**src/rtl/elevator_pkg.sv**
```systemverilog
// Shared definitions for the elevator controller.
// Provides the controller state encoding, travel direction encoding,
// the floor count and the default door/climate tuning values.
package elevator_pkg;

  localparam int NUM_FLOORS = 32;
  localparam int FLOOR_W    = $clog2(NUM_FLOORS);

  // Default tuning values (temperatures in degrees C, door time in cycles)
  localparam int DEF_DOOR_CYCLES = 5;
  localparam int DEF_COOL_ON     = 27;
  localparam int DEF_COOL_OFF    = 24;
  localparam int DEF_HEAT_ON     = 17;
  localparam int DEF_HEAT_OFF    = 20;

  typedef enum logic [2:0] {
    IDLE,
    MOVE_UP,
    MOVE_DOWN,
    DOOR_OPEN,
    OFF
  } state_t;

  typedef enum logic {
    DIR_UP   = 1'b0,
    DIR_DOWN = 1'b1
  } dir_t;

endpackage

```
**src/rtl/elevator_climate.sv**
```systemverilog
// Cabin climate control: independent hysteresis flags for heater and cooler.
// Ports:
//   clock, reset : system clock, synchronous active-high reset
//   enable       : 0 forces both actuators off and clears their state
//   temp         : signed cabin temperature in degrees C
//   heater       : registered heater enable
//   cooler       : registered cooler enable (wins over heater)
module elevator_climate
  import elevator_pkg::*;
#(
  parameter int COOL_ON  = DEF_COOL_ON,
  parameter int COOL_OFF = DEF_COOL_OFF,
  parameter int HEAT_ON  = DEF_HEAT_ON,
  parameter int HEAT_OFF = DEF_HEAT_OFF
) (
  input  logic               clock,
  input  logic               reset,
  input  logic               enable,
  input  logic signed [31:0] temp,
  output logic               heater,
  output logic               cooler
);

  logic heat_q, heat_d;
  logic cool_q, cool_d;

  always_comb begin
    cool_d = cool_q;
    heat_d = heat_q;
    if (enable) begin
      if (temp >= COOL_ON) begin
        cool_d = 1'b1;
      end else if (temp <= COOL_OFF) begin
        cool_d = 1'b0;
      end
      if (temp <= HEAT_ON) begin
        heat_d = 1'b1;
      end else if (temp >= HEAT_OFF) begin
        heat_d = 1'b0;
      end
      // Overlapping thresholds must never run both actuators at once.
      if (cool_d) begin
        heat_d = 1'b0;
      end
    end else begin
      cool_d = 1'b0;
      heat_d = 1'b0;
    end
  end

  always_ff @(posedge clock) begin
    if (reset) begin
      heat_q <= 1'b0;
      cool_q <= 1'b0;
    end else begin
      heat_q <= heat_d;
      cool_q <= cool_d;
    end
  end

  assign heater = heat_q;
  assign cooler = cool_q;

endmodule

```
**src/rtl/elevator_function_ctrl.sv**
```systemverilog
// Single-car elevator controller for a 32-floor shaft with climate control.
// Latches hall and cabin calls and serves them in SCAN order, holding the
// travel direction while calls remain ahead.
// Ports:
//   clock, reset         : system clock, synchronous active-high reset
//   off_btn              : level; controller is held OFF while high
//   position             : current cabin floor (values > 31 = between floors)
//   floor_press_event    : hall calls, one bit per floor
//   cabin_press_event    : cabin buttons, one bit per floor
//   temp                 : signed cabin temperature
//   door                 : door open
//   cooler, heater       : climate actuators
//   motor_up, motor_down : cabin drive
module elevator_function_ctrl
  import elevator_pkg::*;
#(
  parameter int DOOR_CYCLES = DEF_DOOR_CYCLES,
  parameter int COOL_ON     = DEF_COOL_ON,
  parameter int COOL_OFF    = DEF_COOL_OFF,
  parameter int HEAT_ON     = DEF_HEAT_ON,
  parameter int HEAT_OFF    = DEF_HEAT_OFF
) (
  input  logic                  clock,
  input  logic                  reset,
  input  logic                  off_btn,
  input  logic [31:0]           position,
  input  logic [NUM_FLOORS-1:0] floor_press_event,
  input  logic [NUM_FLOORS-1:0] cabin_press_event,
  input  logic signed [31:0]    temp,
  output logic                  door,
  output logic                  cooler,
  output logic                  heater,
  output logic                  motor_up,
  output logic                  motor_down
);

  localparam int CNT_W = (DOOR_CYCLES > 1) ? $clog2(DOOR_CYCLES) : 1;
  localparam logic [CNT_W-1:0] CNT_LAST = CNT_W'(DOOR_CYCLES - 1);

  state_t                  state_q, state_d;
  dir_t                    last_dir_q, last_dir_d;
  logic [CNT_W-1:0]        cnt_q, cnt_d;
  logic [NUM_FLOORS-1:0]   pending_q, pending_d;
  logic                    door_q, motor_up_q, motor_down_q;

  logic [NUM_FLOORS-1:0]   press_all;
  logic [NUM_FLOORS-1:0]   above_vec, below_vec;
  logic                    pos_valid;
  logic [FLOOR_W-1:0]      pos_idx;
  logic                    pos_match;
  logic                    press_here;
  logic                    above, below;

  assign press_all  = floor_press_event | cabin_press_event;
  assign pos_valid  = (position < 32'(NUM_FLOORS));
  assign pos_idx    = position[FLOOR_W-1:0];
  assign pos_match  = pos_valid && pending_q[pos_idx];
  assign press_here = pos_valid && press_all[pos_idx];

  // Between floors every pending call counts as both ahead and behind,
  // so a moving car keeps going until it reaches a real floor.
  generate
    for (genvar gi = 0; gi < NUM_FLOORS; gi++) begin : g_dir_mask
      assign above_vec[gi] = pending_q[gi] && (!pos_valid || (32'(gi) > position));
      assign below_vec[gi] = pending_q[gi] && (!pos_valid || (32'(gi) < position));
    end
  endgenerate

  assign above = |above_vec;
  assign below = |below_vec;

  // Next-state logic
  always_comb begin
    state_d    = state_q;
    last_dir_d = last_dir_q;
    cnt_d      = cnt_q;

    if (off_btn) begin
      state_d = OFF;
    end else begin
      case (state_q)
        IDLE: begin
          if (pos_match) begin
            state_d = DOOR_OPEN;
          end else if (pos_valid) begin
            if (last_dir_q == DIR_UP && above) begin
              state_d = MOVE_UP;
            end else if (below) begin
              state_d    = MOVE_DOWN;
              last_dir_d = DIR_DOWN;
            end else if (above) begin
              state_d    = MOVE_UP;
              last_dir_d = DIR_UP;
            end
          end
        end
        MOVE_UP: begin
          if (pos_match) begin
            state_d = DOOR_OPEN;
          end else if (!above) begin
            state_d = IDLE;
          end
        end
        MOVE_DOWN: begin
          if (pos_match) begin
            state_d = DOOR_OPEN;
          end else if (!below) begin
            state_d = IDLE;
          end
        end
        DOOR_OPEN: begin
          if (press_here) begin
            cnt_d = '0;
          end else if (cnt_q == CNT_LAST) begin
            state_d = IDLE;
          end else begin
            cnt_d = cnt_q + CNT_W'(1);
          end
        end
        OFF: begin
          state_d = IDLE;
        end
        default: begin
          state_d = IDLE;
        end
      endcase
    end

    if (state_d == DOOR_OPEN && state_q != DOOR_OPEN) begin
      cnt_d = '0;
    end
    if (state_d == OFF) begin
      cnt_d = '0;
    end
  end

  // Request register: presses accumulate; the served floor is dropped on
  // every edge that leaves the car in DOOR_OPEN. Presses arriving in the
  // cycle OFF is released are ignored as well.
  always_comb begin
    pending_d = pending_q | press_all;
    if (state_q == OFF || state_d == OFF) begin
      pending_d = '0;
    end else if (state_d == DOOR_OPEN && pos_valid) begin
      pending_d[pos_idx] = 1'b0;
    end
  end

  always_ff @(posedge clock) begin
    if (reset) begin
      state_q      <= IDLE;
      last_dir_q   <= DIR_UP;
      cnt_q        <= '0;
      pending_q    <= '0;
      door_q       <= 1'b0;
      motor_up_q   <= 1'b0;
      motor_down_q <= 1'b0;
    end else begin
      state_q      <= state_d;
      last_dir_q   <= last_dir_d;
      cnt_q        <= cnt_d;
      pending_q    <= pending_d;
      door_q       <= (state_d == DOOR_OPEN);
      motor_up_q   <= (state_d == MOVE_UP);
      motor_down_q <= (state_d == MOVE_DOWN);
    end
  end

  assign door       = door_q;
  assign motor_up   = motor_up_q;
  assign motor_down = motor_down_q;

  elevator_climate #(
    .COOL_ON  (COOL_ON),
    .COOL_OFF (COOL_OFF),
    .HEAT_ON  (HEAT_ON),
    .HEAT_OFF (HEAT_OFF)
  ) u_climate (
    .clock  (clock),
    .reset  (reset),
    .enable (state_d != OFF),
    .temp   (temp),
    .heater (heater),
    .cooler (cooler)
  );

endmodule

```
**config.mk**
```make
export PLATFORM = sky130hd
export DESIGN_NAME = elevator_function_ctrl
export DESIGN_NICKNAME = d
export VERILOG_FILES = /design/src/rtl/elevator_pkg.sv /design/src/rtl/elevator_climate.sv /design/src/rtl/elevator_function_ctrl.sv
export SDC_FILE = /design/constraint.sdc
export NUM_CORES = 1
export LEC_CHECK = 0
export CORE_ASPECT_RATIO = 1.25
export CORE_MARGIN = 10
export CORE_UTILIZATION = 30
export CTS_BUF_LIST = sky130_fd_sc_hd__clkbuf_8
export DETAILED_ROUTE_END_ITERATION = 7
export PLACE_DENSITY_LB_ADDON = 0.1
export SLEW_MARGIN = 30
export SYNTH_ARGS = -nofsm -noshare
export SYNTH_HDL_FRONTEND = slang
export SYNTH_SLANG_ARGS = --single-unit
export TNS_END_PERCENT = 30
```
**constraint.sdc**
```tcl
create_clock -name clock -period 4.5 [get_ports clock]
set_input_delay 0.45 -clock clock [delete_from_list [all_inputs] [get_ports clock]]
set_output_delay 0.45 -clock clock [all_outputs]
set_load 0.02 [all_outputs]
```
==> metrics.csv, run 1 <==
stage;metric;value;unit
outcome;status;finished, final reports clean;
sta;max_freq;0.245;GHz
sta;hold_viol;0;
sta;hold_slack;538;ps
worst_setup_path;startpoint_type;primary input;
placed_design;place.port_buffers;135;
floorplan;fp.dieH;152;um
grt;grt_util_all_layers;19.9;%
clocking;cts_resized;0;
synth;yosysUniqueCellTypes;68;
worst_setup_path;worstSetupPathType;in2reg;
synth;synth_most_common_cell;nor2_1;
clocking;cts_max_path_buffers;2;
clocking;root_buffer;clkbuf_8;
sta;setup_violations;0;
run;max_cap_violations;0;
synth;ys_ff_latch;44;
sta;period_share;90.7;%
synth;synth_warnings;0;
final_layout;diodes;0;
final_layout;final_nets;833;
sta;tns;0;ps
worst_setup_path;required;4680;ps
synth;async_reset_ff_share;0;%
sta;maxSlewViolCount;0;
floorplan;std_cell_rows;48;
synth;synth_commonest_cells;63 x nor2_1, 49 x nand3_1, 49 x nor3_1, 44 x dfxtp_1, 42 x a21oi_1;
synth;synthTopCellsByArea;dfxtp_1 21%, mux4_2 7.6%, o31ai_1 6.8%, nand3_1 5.9%, nor3_1 5.9%;
clocking;clk_pin_slew;90;ps
grt;grt_antenna_before_repair;0;
drt;vias;5229;
synth;synth_cells;561;
final_layout;drive_gt1_share;12.0;%
placed_design;pre_cts_ws;110;ps
placed_design;dp_hpwl;16100;um
grt;grt_pass1_wl;30600;um
sta;min_period;4080;ps
drt;firstDrtPassIters;4;
sta;slew-limit-headroom;50.1;%
grt;grt_pass1_vias;5274;
synth;seq_area_frac_synth;21.1;%
power;combPwrFrac;32.7;%
sta;rsz0062_at_grt;no;
floorplan;io_pins;136;
grt;grt_max_degree;40;
sta;tightest_slew;747;ps
drt;first_iter_violations;391;
clocking;cts_hold_buffers;0;
power;power.leakage;1.98;nW
worst_setup_path;rrSetupSlack;1420;ps
worst_setup_path;cp_max_fo;39;
synth;syn_avg_cell_area;7.43;um^2
power;power.density;171;nW/um^2
floorplan;die_w;125;um
final_layout;fin_cells;875;
clocking;clk_latency;310;ps
placed_design;finalWeightedCongestion;1.03;
synth;synth_flop_cell;dfxtp_1;
placed_design;place_area;5920;um^2
worst_setup_path;critical_path_arrival;4260;ps
drt;drcViolationCount;0;
final_layout;area_growth;44.0;%
clocking;cts_setup_buffers;0;
placed_design;dp.cells;868;
synth;synth_area;4170;um^2
clocking;numCtsBuffers;5;
drt;wl_per_cell;22.5;um
final_layout;stdcell_area;6000;um^2
sta;finClkSkew;6.62;ps
drt;postRouteAntennaNets;0;
power;internal-power;0.000701;W
drt;drt-total-wl;19700;um
synth;synthesis.nets;694;
clocking;cts_max_level;2;
worst_hold_path;min_path_type;reg2reg;
power;power_switching;0.000327;W
clocking;cts_tree;built;
floorplan;start_util;30.4;%
drt;via_per_inst;5.98;
power;power_frac_seq;42.9;%
clocking;cts_sinks;44;
floorplan;dieArea;19000;um^2
power;clkPwrFrac;24.4;%
power;ir_drop;120;uV
synth;yosysTopAreaCellShare;21.1;%
power;power.share.switching;31.8;%
worst_setup_path;cp-end-kind;flop;
sta;setup_slack;416;ps
floorplan;coreArea;13700;um^2
synth;yosysTopAreaCell;dfxtp_1;
synth;synth-edff-count;0;
grt;globalRouteOverflowTotal;0;
[critical path: stages]
cell and delay, ps:
clkdlybuf4s50_1 520, nor3_1 470, nand3_1 290, buf_4 230, nor3_1 230, o221ai_1 160
or4b_1 540, or4_4 600, o211ai_1 210, a22o_1 210, buf_12 200, a41oi_1 130
[sequential cells by signal, indices dropped and copies added, names as in the netlist]
| name | count |
|---|---|
| state_q | 3 |
| motor_up | 1 |
| cnt_q | 3 |
| last_dir_q | 1 |
| pending_q | 32 |
| u_climate.cooler | 1 |
| motor_down | 1 |
| door | 1 |
| u_climate.heater | 1 |
[power groups by stage]
stage	clock network, W	logic [W]	registers, W
after floorplan	0	0.000144	0.000430
after global placement	0	0.000332	0.000449
after detailed placement	0	0.000333	0.000449
after CTS	0.000259	0.000335	0.000439
after global routing	0.000268	0.000362	0.000442
final	0.000251	0.000336	0.000441
[through the flow]
step	total power [W]	utilization, %
floorplan	0.000574	-
global placement	0.000781	43.2
detailed placement	0.000782	43.2
CTS	0.00103	43.8
global route	0.00107	43.8
finish	0.00103	43.8
[cells by family (layout without fill, tap and decap cells)]
group / Yosys count / after routing / share of synthesized area, %
buffers and inverters: 57 / 196 / 5.80
AND/OR/NAND/NOR: 263 / 263 / 33.7
AO/OA/AOI/OAI: 170 / 170 / 28.6
multiplexers: 24 / 24 / 9.97
adder cells (fa/ha/maj): 3 / 3 / 0.841
flip-flops: 44 / 44 / 21.1
[layout by cell type (no fill, tap or decap), drive strengths merged, types with 4 or more instances in the layout]
cell / instances
a21oi: 42
mux2i: 10
o31a: 5
inv: 11
clkbuf: 5
mux4: 14
a22oi: 4
nand3: 50
a211o: 4
and2: 6
nand2: 24
nor2b: 8
clkdlybuf4s50: 134
dfxtp: 44
buf: 44
o31ai: 39
nor4: 22
nand4: 5
nand2b: 5
and3: 7
nor3: 50
nor2: 64
or2: 5
o21ai: 16
o211ai: 5
a31oi: 12
a221oi: 4
a211oi: 6
[final timing paths]
| path | startpoint | cells past startpoint | endpoint |
|---|---|---|---|
| worst max-delay path | position[7] | 12 | pending_q[31] |
| worst min-delay path | last_dir_q | 2 | last_dir_q |
| worst max register to register | pending_q[10] | 9 | pending_q[31] |
| worst min register to register | last_dir_q | 2 | last_dir_q |
[final cells by class]
type	count	area [um^2]
sequential	44	881
tap	175	219
fill	1448	7690
multi-input combinational	460	3060
timing repair buffer	178	1720
clock inverter	2	12.5
inverter	11	41.3
clock buffer	5	68.8
[per-layer routing]
metal / up-vias / GRT usage [%] / part of all wire [%]
li1: 2477 / - / -
met1: 2487 / 23.9 / 42
met2: 218 / 34.1 / 48
met3: 47 / 4.04 / 6.4
met4: 0 / 8.59 / 3.6
met5: - / 0 / 0
(Power assumes the default switching activity.)
==> run 2, diff against run 1 <==
- CAP_MARGIN: default -> 20
- DONT_BUFFER_PORTS: default -> 1
==> metrics.csv, run 2 (same netlist as run 1, synthesis figures left out) <==
stage;metric;value;unit
sta;setup_violations;0;
drt;via_per_inst;6.52;
worst_setup_path;crit_top_cell;nor3_1;
worst_hold_path;min_path_type;in2reg;
worst_setup_path;slowest_stage;or4_4;
worst_setup_path;startpoint_type;primary input;
sta;tns;0;ps
power;combPwrFrac;17.7;%
worst_setup_path;worstPathCellList;nor3_1 -> nand3_1 -> nor3_1 -> o221ai_1 -> or4b_1 -> or4_4 -> o31ai_4 -> buf_4 -> nor3_1 -> a21oi_1;
drt;wl_per_cell;25.6;um
placed_design;place.port_buffers;0;
sta;period_share;80.8;%
final_layout;drive_gt1_share;10.2;%
floorplan;coreArea;13700;um^2
final_layout;final_nets;669;
final_layout;largest_reg_flops;32;
worst_setup_path;critical_path_arrival;3870;ps
final_layout;final-seq-area;881;um^2
worst_setup_path;rr_worst_depth;9;
clocking;clk_pin_slew;90;ps
drt;vias;4640;
floorplan;io_pins;136;
worst_setup_path;crit_start;position[6];
run;max_cap_violations;0;
grt;grt_pass1_wl;28700;um
drt;first_iter_violations;328;
final_layout;top_regs;pending_q: 32 flops, cnt_q: 3 flops, state_q: 3 flops;
sta;maxSlewViolCount;0;
floorplan;std_cell_rows;48;
power;power.density;213;nW/um^2
worst_hold_path;hold_end;state_q[2];
drt;drt-total-wl;18300;um
final_layout;layout_commonest_cell;nor2_1;
drt;firstDrtPassIters;5;
drt;drcViolationCount;0;
grt;grt_util_all_layers;18.7;%
power;ir_drop;111;uV
floorplan;start_util;30.4;%
power;internal-power;0.000668;W
clocking;cts_hold_buffers;0;
power;power.share.switching;29.2;%
grt;grt_antenna_before_repair;0;
grt;grt_max_degree;40;
worst_setup_path;cpPeakStageDelay;610;ps
worst_hold_path;holdCritStartpoint;reset;
worst_hold_path;whs_path_depth;1;
final_layout;diodes;0;
final_layout;fillers;1537;
floorplan;dieArea;19000;um^2
worst_setup_path;r2r_start;pending_q[10];
worst_setup_path;cp-end-kind;flop;
placed_design;finalWeightedCongestion;0.947;
clocking;cts_tree;built;
final_layout;stdcell_area;4440;um^2
sta;tightest_slew;689;ps
clocking;cts_sinks;44;
sta;rsz0062_at_grt;no;
outcome;status;finished, final reports clean;
clocking;root_buffer;clkbuf_8;
placed_design;place_area;4320;um^2
sta;slew-limit-headroom;54.0;%
clocking;cts_setup_buffers;0;
final_layout;mostFrequentLayoutCells;63 x nor2_1, 49 x nor3_1, 49 x nand3_1;
clocking;cts_max_path_buffers;2;
floorplan;fp.dieH;152;um
sta;finClkSkew;11.8;ps
final_layout;largest-register;pending_q;
clocking;numCtsBuffers;5;
final_layout;multi_input_area;3060;um^2
grt;grt_pass1_vias;4764;
sta;hold_viol;0;
clocking;clk_latency;310;ps
placed_design;dp_hpwl;14300;um
power;power_switching;0.000275;W
drt;postRouteAntennaNets;0;
worst_setup_path;required;4740;ps
worst_setup_path;cp_max_fo;28;
power;power_frac_seq;46.9;%
sta;max_freq;0.275;GHz
power;clkPwrFrac;35.4;%
clocking;cts_max_level;2;
sta;min_period;3640;ps
grt;globalRouteOverflowTotal;0;
clocking;cts_resized;0;
worst_setup_path;worstSetupPathType;in2reg;
final_layout;area_growth;6.49;%
floorplan;die_w;125;um
worst_setup_path;rrSetupSlack;1380;ps
power;power.leakage;1.32;nW
worst_setup_path;r2r_end;pending_q[14];
==> run 2: power by group through the flow <==
stage	Clock [W]	Combinational (W)	Sequential, W
after floorplan	0	0.000144	0.000430
after global placement	0	0.000166	0.000451
after global routing	0.000359	0.000182	0.000443
after CTS	0.000344	0.000165	0.000441
after detailed placement	0	0.000165	0.000450
final	0.000334	0.000166	0.000442
==> run 2: worst max-delay path by stage <==
stage,slack [ps],end,cells past startpoint
global route,490,pending_q[29],11
finish,860,pending_q[14],10
CTS,890,pending_q[14],10
floorplan,980,cnt_q[0],13
detailed placement,580,pending_q[14],10
global placement,670,pending_q[14],10
==> run 2: layout make-up <==
type                       count  area share [%]
clock buffer                   6            1.86
clock inverter                 2           0.874
inverter                      11           0.931
multi-input combinational    460            68.9
sequential                    44            19.9
tap                          175            4.94
timing repair buffer          14            2.65
==> run 2: through the flow <==
step,power (W),hold slack [ps],std cells,utilization [%],setup slack [ps]
2_1_floorplan,0.000574,461,561,-,984
3_3_place_gp,0.000617,517,704,31.5,674
3_5_place_dp,0.000615,506,704,31.5,581
4_1_cts,0.000950,178,712,32.4,893
5_1_grt,0.000985,173,712,32.4,486
6_report,0.000943,194,712,32.4,862
==> run 2: critical path: cells and delay by family <==
kind                   cells  cell delay, ps
buffers and inverters      1             350
and+or+nand+nor            6            2440
AOI/OAI and AO/OA          3             610
==> run 2: metal layers <==
layer  vias up  global-route usage [%]  share of wire (%)  wire length, um
met4         0                    7.09                3.0              544
met2       233                    31.7                 47             8570
li1       2148                       -                  -                -
met3        42                    4.87                8.7             1600
met1      2217                    22.2                 41             7550
met5         -                       0                  0                0
==> run 3, diff against run 2 <==
- clock period: 4.5 -> 3.65 ns (I/O delays scaled with it)
==> metrics.csv, run 3 (same netlist as run 1, synthesis figures left out) <==
stage;metric;value;unit
sta;tightest_slew;808;ps
worst_setup_path;r2r_end;pending_q[14];
final_layout;final-seq-area;881;um^2
sta;max_freq;0.294;GHz
grt;grt_pass1_wl;29000;um
power;power_frac_seq;48.5;%
power;power.leakage;1.46;nW
sta;slew-limit-headroom;46.0;%
final_layout;layout_commonest_cell;nor2_1;
grt;grt_util_all_layers;19.1;%
outcome;status;finished, final reports clean;
sta;setup_violations;0;
floorplan;fp.dieH;152;um
clocking;cts_sinks;44;
worst_hold_path;whs_path_depth;1;
final_layout;top_regs;pending_q: 32 flops, cnt_q: 3 flops, state_q: 3 flops;
worst_setup_path;r2r_start;pending_q[10];
drt;vias;4718;
worst_setup_path;rrSetupSlack;550;ps
clocking;numCtsBuffers;5;
drt;firstDrtPassIters;5;
floorplan;die_w;125;um
placed_design;dp_hpwl;15000;um
worst_setup_path;rr_worst_depth;9;
floorplan;std_cell_rows;48;
placed_design;pre_cts_ws;-22.5;ps
sta;period_share;93.2;%
sta;hold_slack;121;ps
final_layout;drive_gt1_share;14.7;%
clocking;cts_hold_buffers;0;
worst_setup_path;cp_max_fo;23;
power;combPwrFrac;18.7;%
run;max_cap_violations;0;
drt;wl_per_cell;25.5;um
sta;setup_slack;249;ps
placed_design;place_area;4550;um^2
floorplan;io_pins;136;
clocking;root_buffer;clkbuf_8;
worst_hold_path;min_path_type;in2reg;
clocking;cts_max_level;2;
drt;postRouteAntennaNets;0;
final_layout;final_util;34.0;%
clocking;clk_latency;300;ps
floorplan;coreArea;13700;um^2
sta;hold_viol;0;
worst_setup_path;cp-end-kind;flop;
placed_design;place.port_buffers;0;
drt;via_per_inst;6.38;
worst_setup_path;critical_path_arrival;3630;ps
clocking;clk_pin_slew;80;ps
drt;drcViolationCount;0;
worst_hold_path;hold_end;state_q[2];
final_layout;diodes;0;
sta;rsz0062_at_grt;no;
worst_setup_path;startpoint_type;primary input;
worst_setup_path;worstSetupPathType;in2reg;
sta;finClkSkew;12.5;ps
final_layout;largest_reg_flops;32;
sta;min_period;3400;ps
final_layout;area_growth;11.7;%
clocking;cts_resized;0;
power;clkPwrFrac;32.8;%
drt;drt-total-wl;18800;um
worst_setup_path;required;3880;ps
clocking;cts_tree;built;
power;ir_drop;143;uV
worst_hold_path;holdCritStartpoint;reset;
final_layout;mostFrequentLayoutCells;63 x nor2_1, 49 x nor3_1, 49 x nand3_1;
final_layout;final_nets;699;
sta;maxSlewViolCount;0;
floorplan;start_util;30.4;%
final_layout;fillers;1493;
drt;first_iter_violations;324;
power;power.share.switching;28.9;%
final_layout;multi_input_area;3060;um^2
power;internal-power;0.000800;W
placed_design;finalWeightedCongestion;0.920;
floorplan;dieArea;19000;um^2
grt;globalRouteOverflowTotal;0;
power;power_switching;0.000326;W
power;power.density;242;nW/um^2
grt;grt_max_degree;40;
final_layout;stdcell_area;4650;um^2
grt;grt_antenna_before_repair;0;
clocking;cts_setup_buffers;0;
clocking;cts_max_path_buffers;2;
grt;grt_pass1_vias;4760;
final_layout;largest-register;pending_q;
[run 3: layout make-up]
class / count / area share [%]
clock buffers: 5 / 1.48
clock inverters: 1 / 0.646
inverters: 11 / 0.888
multi-input cells: 460 / 65.7
flip-flops and latches: 44 / 18.9
well taps: 175 / 4.71
repair buffers: 44 / 7.64
[run 3: worst max-delay path, stage by stage]
cell,delay [ps]
nor4_1,330
nand4_1,200
buf_4,210
a211o_1,240
a221oi_1,270
or4b_1,500
or4_4,600
o31ai_4,310
buf_4,340
nor3_1,80
a21oi_1,150
[run 3: worst max-delay path by stage]
stage                     slack, ps         start            end
after floorplan                 220   position[1]       cnt_q[0]
after global placement            6  position[15]  pending_q[13]
after detailed placement        -20  position[25]  pending_q[27]
after CTS                       270  position[25]  pending_q[14]
after global routing             40   position[6]  pending_q[29]
final                           250  position[25]  pending_q[14]
[run 3: stage by stage]
stage | std cells | power (W) | TNS, ps
global placement | 734 | 0.000766 | 0
detailed placement | 734 | 0.000765 | -120
CTS | 740 | 0.00114 | 0
global route | 740 | 0.00118 | 0
floorplan | 561 | 0.000708 | 0
finish | 740 | 0.00113 | 0
[run 3: metal layers]
layer	global-route usage (%)	vias to the layer above	share of wire, %
met4	7.44	0	3.2
li1	-	2202	-
met3	5.01	39	8.8
met1	22.2	2252	40
met2	33.0	225	48
met5	0	-	0
[run 3: power by group through the flow]
stage / Sequential, W / Combinational (W) / Clock, W
after global placement: 0.000556 / 0.000210 / 0
after CTS: 0.000544 / 0.000211 / 0.000384
final: 0.000546 / 0.000211 / 0.000369
after detailed placement: 0.000555 / 0.000210 / 0
after global routing: 0.000547 / 0.000231 / 0.000398
after floorplan: 0.000530 / 0.000178 / 0
==> RTL edit 1, RTL diff (config.mk and constraints of run 2) <==
Change the package constant `DEF_DOOR_CYCLES` from 5 to 10.
--- a/src/rtl/elevator_pkg.sv
+++ b/src/rtl/elevator_pkg.sv
@@ -9,3 +9,3 @@
   // Default tuning values (temperatures in degrees C, door time in cycles)
-  localparam int DEF_DOOR_CYCLES = 5;
+  localparam int DEF_DOOR_CYCLES = 10;
   localparam int DEF_COOL_ON     = 27;
Formal check against the unedited RTL: not equivalent (Yosys sat finds a counterexample within 10 cycles, from zero or initial values and one cycle with reset high).
==> RTL edit 1 against run 2 <==
Wire length fell by 1.9%; combinational power rose by 7%; critical path type unchanged; via count down 6.8%; total power grew 2.9%; area after synthesis decreased by 6.1%; count of clock-buffer cells in the layout stayed put; worst setup slack better by 0.31 ns; cell area down 6.3%; sequential cell count is 1 higher; cell count is 7.0% lower.
==> RTL edit 1: results (changes against run 2) <==
[route]
routed_wl_microns = 17910  ; -1.9%
via_per_inst = 6.535  ; +0.27%
drt_iter0_drc = 444  ; +35%

[placement]
hpwl_microns = 13680  ; -4.6%
finalWeightedCongestion = 0.9497  ; +0.32%
pre_cts_ws_ns = 0.8793  ; +0.2988 ns
port_buffers = 0  ; unchanged
placed_area_sq_um = 4035  ; -6.5%

[critical_path]
crit_path_top_delay_cell = a2111oi_2
r2r_start = pending_q[11]
r2r-end = pending_q[31]
path_max_fanout = 37  ; +32%
cpPeakStageDelay_ns = 0.49  ; -0.12 ns
arrival_ns = 3.52  ; -0.35 ns

[layout]
nNetsFinal = 626  ; -6.4%
drive_gt1_share_pct = 8.097  ; -2.1 points
top_regs = pending_q: 32 flops, cnt_q: 4 flops, state_q: 3 flops

[pwr]
ir_drop_uv = 119.8  ; +8.1%

[global_routing]
grt_pass1_vias = 4421  ; -7.2%
grt_use_total_pct = 18.89  ; +0.20 points
grt_start_max_net_pins = 53  ; +33%

[hold_path]
hold_path_end = u_climate.heater

[timing]
skew_ns = 0.01913  ; +0.007360 ns
tightest_slew_ns = 0.7899  ; +0.1009 ns

[yosys]
yosysSeqAreaShare_pct = 23.03  ; +1.9 points
yosys.cell_types.count = 69  ; +1.5%
synth_common_cells = 59 x nor2_1, 58 x o31ai_1, 45 x dfxtp_1
synthTopCellsByArea = dfxtp_1 23%, o31ai_1 11%, nor2_1 5.7%

[outcome]
status = complete, no violations

RTL edit 1: cell types whose count changed after synthesis, moves of 5 or more:
cell	before	now
nand3_1	49	14
nor3_1	49	17
a31oi_1	12	34
a21oi_1	42	21
o31ai_1	38	58
mux4_2	14	3
o21ai_0	16	26
nor3b_1	1	9
nor4_2	1	6
o21a_1	1	6
RTL edit 1: stage by stage:
stage | utilization (%) | hold slack (ns) | std cells
3_3_place_gp | 31.72 | 0.4612 | 654
6_report | 32.67 | 0.2002 | 662
3_5_place_dp | 31.72 | 0.4750 | 654
4_1_cts | 32.67 | 0.1944 | 662
2_1_floorplan | - | 0.4430 | 518
5_1_grt | 32.67 | 0.1929 | 662
RTL edit 1: power by group:
part / switching, mW / internal (mW) / total [mW] / leakage (nW)
clock network: 0.163 / 0.181 / 0.344 / 0.0574
logic: 0.101 / 0.0771 / 0.178 / 0.901
registers: 0.0317 / 0.416 / 0.447 / 0.369
total: 0.296 / 0.674 / 0.970 / 1.33
RTL edit 1: logic make-up after synthesis:
logic type      share of synthesized area (%)
compound gates                          37.86
simple gates                            27.09
buf+inv                                 6.044
flops                                   23.03
mux                                     4.829
fa+ha+maj                               1.151
RTL edit 1: worst max-delay path, delay by kind of cell:
kind | cells | cell delay [ns]
AND/OR/NAND/NOR | 3 | 0.84
AO/OA/AOI/OAI | 6 | 1.68
buffers and inverters | 2 | 0.49
RTL edit 1: final cells by class:
type / count / area [sq um]
fill: 1385 / 8564
multi-input combinational: 420 / 2799
sequential: 45 / 900.9
tap: 168 / 210.2
clock buffer: 6 / 82.58
timing repair buffer: 9 / 80.08
inverter: 12 / 45.04
clock inverter: 2 / 37.54
RTL edit 1: metal layers:
metal | track usage (%) | wire (microns) | up-vias
li1 | - | - | 1989
met1 | 22.11 | 6969 | 2055
met2 | 31.31 | 8575 | 239
met3 | 4.802 | 1607 | 43
met4 | 8.796 | 754 | 0
met5 | 0 | 0 | -
RTL edit 1: worst max-delay path by stage:
| stage | start | slack, ns | cells past startpoint | endpoint |
|---|---|---|---|---|
| after floorplan | position[22] | 1.49 | 12 | pending_q[5] |
| after global placement | position[31] | 0.85 | 11 | pending_q[28] |
| after detailed placement | position[22] | 0.88 | 11 | pending_q[22] |
| after CTS | position[22] | 1.19 | 11 | pending_q[22] |
| after global routing | position[31] | 0.93 | 11 | pending_q[8] |
| final | position[22] | 1.17 | 11 | pending_q[22] |
==> RTL edit 2, RTL diff (config.mk and constraints of run 2) <==
Without the edit above. Reset style: asynchronous (`reset`), changed in 2 clocked blocks. Comments in the files are not updated.
--- a/src/rtl/elevator_climate.sv
+++ b/src/rtl/elevator_climate.sv
@@ -50,3 +50,3 @@
 
-  always_ff @(posedge clock) begin
+  always_ff @(posedge clock or posedge reset) begin
     if (reset) begin
--- a/src/rtl/elevator_function_ctrl.sv
+++ b/src/rtl/elevator_function_ctrl.sv
@@ -148,3 +148,3 @@
 
-  always_ff @(posedge clock) begin
+  always_ff @(posedge clock or posedge reset) begin
     if (reset) begin
Check against the original RTL: differs if reset is asserted again (counterexample within 4 cycles, from zero or initial values and one cycle with reset high); with reset held inactive, the same outputs for 4 cycles.
==> RTL edit 2 against run 2 <==
Sequential cell count did not move; utilization rose by 1.2 points; hold slack got worse by 0.067 ns; non-clock buffer count rose by 20; area after synthesis fell by 2.8%; critical endpoint is now pending_q[7]; total power rose by 3.3%; fmax fell by 3.1%; register-to-register slack got worse by 0.53 ns; via count fell by 4.8%; worst setup slack got worse by 0.11 ns; wire length rose by 1.8%; cell area rose by 0.11%.
==> RTL edit 2: results (changes against run 2) <==
[outcome]
status = complete, no violations

[yosys]
synthArstFlopShare_pct = 100.0  ; +100 points
synthTopCellsByArea = dfrtp_1 27%, o31ai_1 9.6%, a31oi_1 6.0%
syn_nets = 624  ; -10%
yosys.cell_types.count = 71  ; +4.4%
synth_most_common_cell = nor2_1
synth_common_cells = 54 x nor2_1, 52 x o31ai_1, 44 x dfrtp_1
yosysSeqAreaShare_pct = 27.19  ; +6.0 points
yosysWarnings = 0  ; unchanged

[global_routing]
grt_pass1_vias = 4738  ; -0.55%
grt_start_max_net_pins = 45  ; +13%
antenna_found_initial = 0  ; unchanged
grt_pass1_wl_microns = 27400  ; -4.7%
grt_use_total_pct = 19.20  ; +0.51 points

[pwr]
leakagePower_nw = 1.583  ; +20%
ir_drop_uv = 111.8  ; +0.84%

[critical_path]
path_max_fanout = 14  ; -50%
cp_top_family = simple AND/OR/NAND/NOR gates
crit_path_top_delay_cell = nor4_4
arrival_ns = 3.99  ; +0.12 ns
cpPeakStageDelay_ns = 0.41  ; -0.20 ns

[timing]
skew_ns = 0.007176  ; -0.004589 ns
relSlewSlack_pct = 47.21  ; -6.8 points
finalMaxSlewViolations = 0  ; unchanged

[layout]
final_util_pct = 33.57  ; +1.2 points
nNetsFinal = 626  ; -6.4%
top_regs = pending_q: 32 flops, cnt_q: 3 flops, state_q: 3 flops
drive_gt1_share_pct = 15.38  ; +5.1 points
nFillCells = 1441  ; -6.2%
antenna_cells = 0  ; unchanged

[route]
drt_iter0_drc = 355  ; +8.2%
first_pass_iters = 5  ; unchanged
routed_wl_microns = 18590  ; +1.8%
num_vias = 4417  ; -4.8%

[clock_network]
ctsResizeCount = 0  ; unchanged
clkLatencyLatePin_ns = 0.32
htreeDepth = 2  ; unchanged
cts_buffers = 5  ; unchanged
cts_setup_buffers = 0  ; unchanged
clk_path_buf_depth = 2  ; unchanged
clk_pin_slew_ns = 0.10
root_buffer = clkbuf_8

[hold_path]
hp-class = primary input to async pin

[placement]
finalWeightedCongestion = 0.9826  ; +3.8%
hpwl_microns = 14380  ; +0.32%
port_buffers = 0  ; unchanged

[RTL edit 2: changes by cell type in the layout (fill, tap and decap cells not counted), sizes merged, moves of 9 or more]
cell,change
nor3,-27
mux2i,-10
nor2,-9
a31oi,+27
o31ai,+14
nand3,-36
dfrtp,+44
a21oi,-16
buf,+20
dfxtp,-44
[RTL edit 2: kinds of logic (layout without fill, tap and decap cells)]
family,Yosys count,in the layout,synth area share (%)
flops,44,44,27.19
compound gates,193,193,33.98
simple gates,187,187,26.75
buf+inv,54,57,6.271
fa+ha+maj,5,5,1.359
mux,8,8,4.448
[RTL edit 2: final timing paths]
path                       slack [ns]    startpoint            to  cells after the start
max                              0.75  position[22]  pending_q[7]                     15
min in group clock               0.15       off_btn    state_q[2]                      0
max reg2reg                      0.85  pending_q[5]  pending_q[7]                     13
min reg2reg                      0.57      cnt_q[0]      cnt_q[0]                      3
min                              0.13         reset    state_q[2]                      1
max in group asynchronous        3.89         reset  pending_q[7]                      1
[RTL edit 2: layout make-up]
type                    instances  area, sq um  share of cell area (%)
well taps                     171        214.0                   4.817
clock buffers                   5        68.82                   1.549
multi-input cells             393         2699                   60.76
clock inverters                 3        46.29                   1.042
repair buffers                 34        255.2                   5.746
flip-flops and latches         44         1101                   24.79
inverters                      15        57.56                   1.296
[RTL edit 2: power by group]
| group | internal [mW] | switching (mW) |
|---|---|---|
| logic | 0.0828 | 0.112 |
| clock network | 0.168 | 0.166 |
| registers | 0.412 | 0.0334 |
| total | 0.663 | 0.312 |
[RTL edit 2: metal layers]
metal	GRT usage [%]	share of wire, %
met4	9.227	4.6
met1	21.43	37
met2	33.15	49
met3	4.712	9.5
met5	0	0
[RTL edit 2: metrics by stage]
stage,std cells,cell area [sq um],hold slack (ns),setup WS [ns]
floorplan,491,4050,0.5170,1.226
global placement,656,4318,0.4828,0.1949
detailed placement,656,4318,0.4826,0.1564
CTS,664,4433,0.1503,0.4865
global route,665,4442,0.1435,0.4490
finish,665,4442,0.1267,0.7473
[RTL edit 2: worst reg2reg max path, delay by kind of cell, from the launching register on]
kind                   cells  cell delay (ns)
buffers and inverters      3             0.58
AND/OR/NAND/NOR            5             1.53
flip-flops                 1             0.51
AO/OA/AOI/OAI              5             0.97
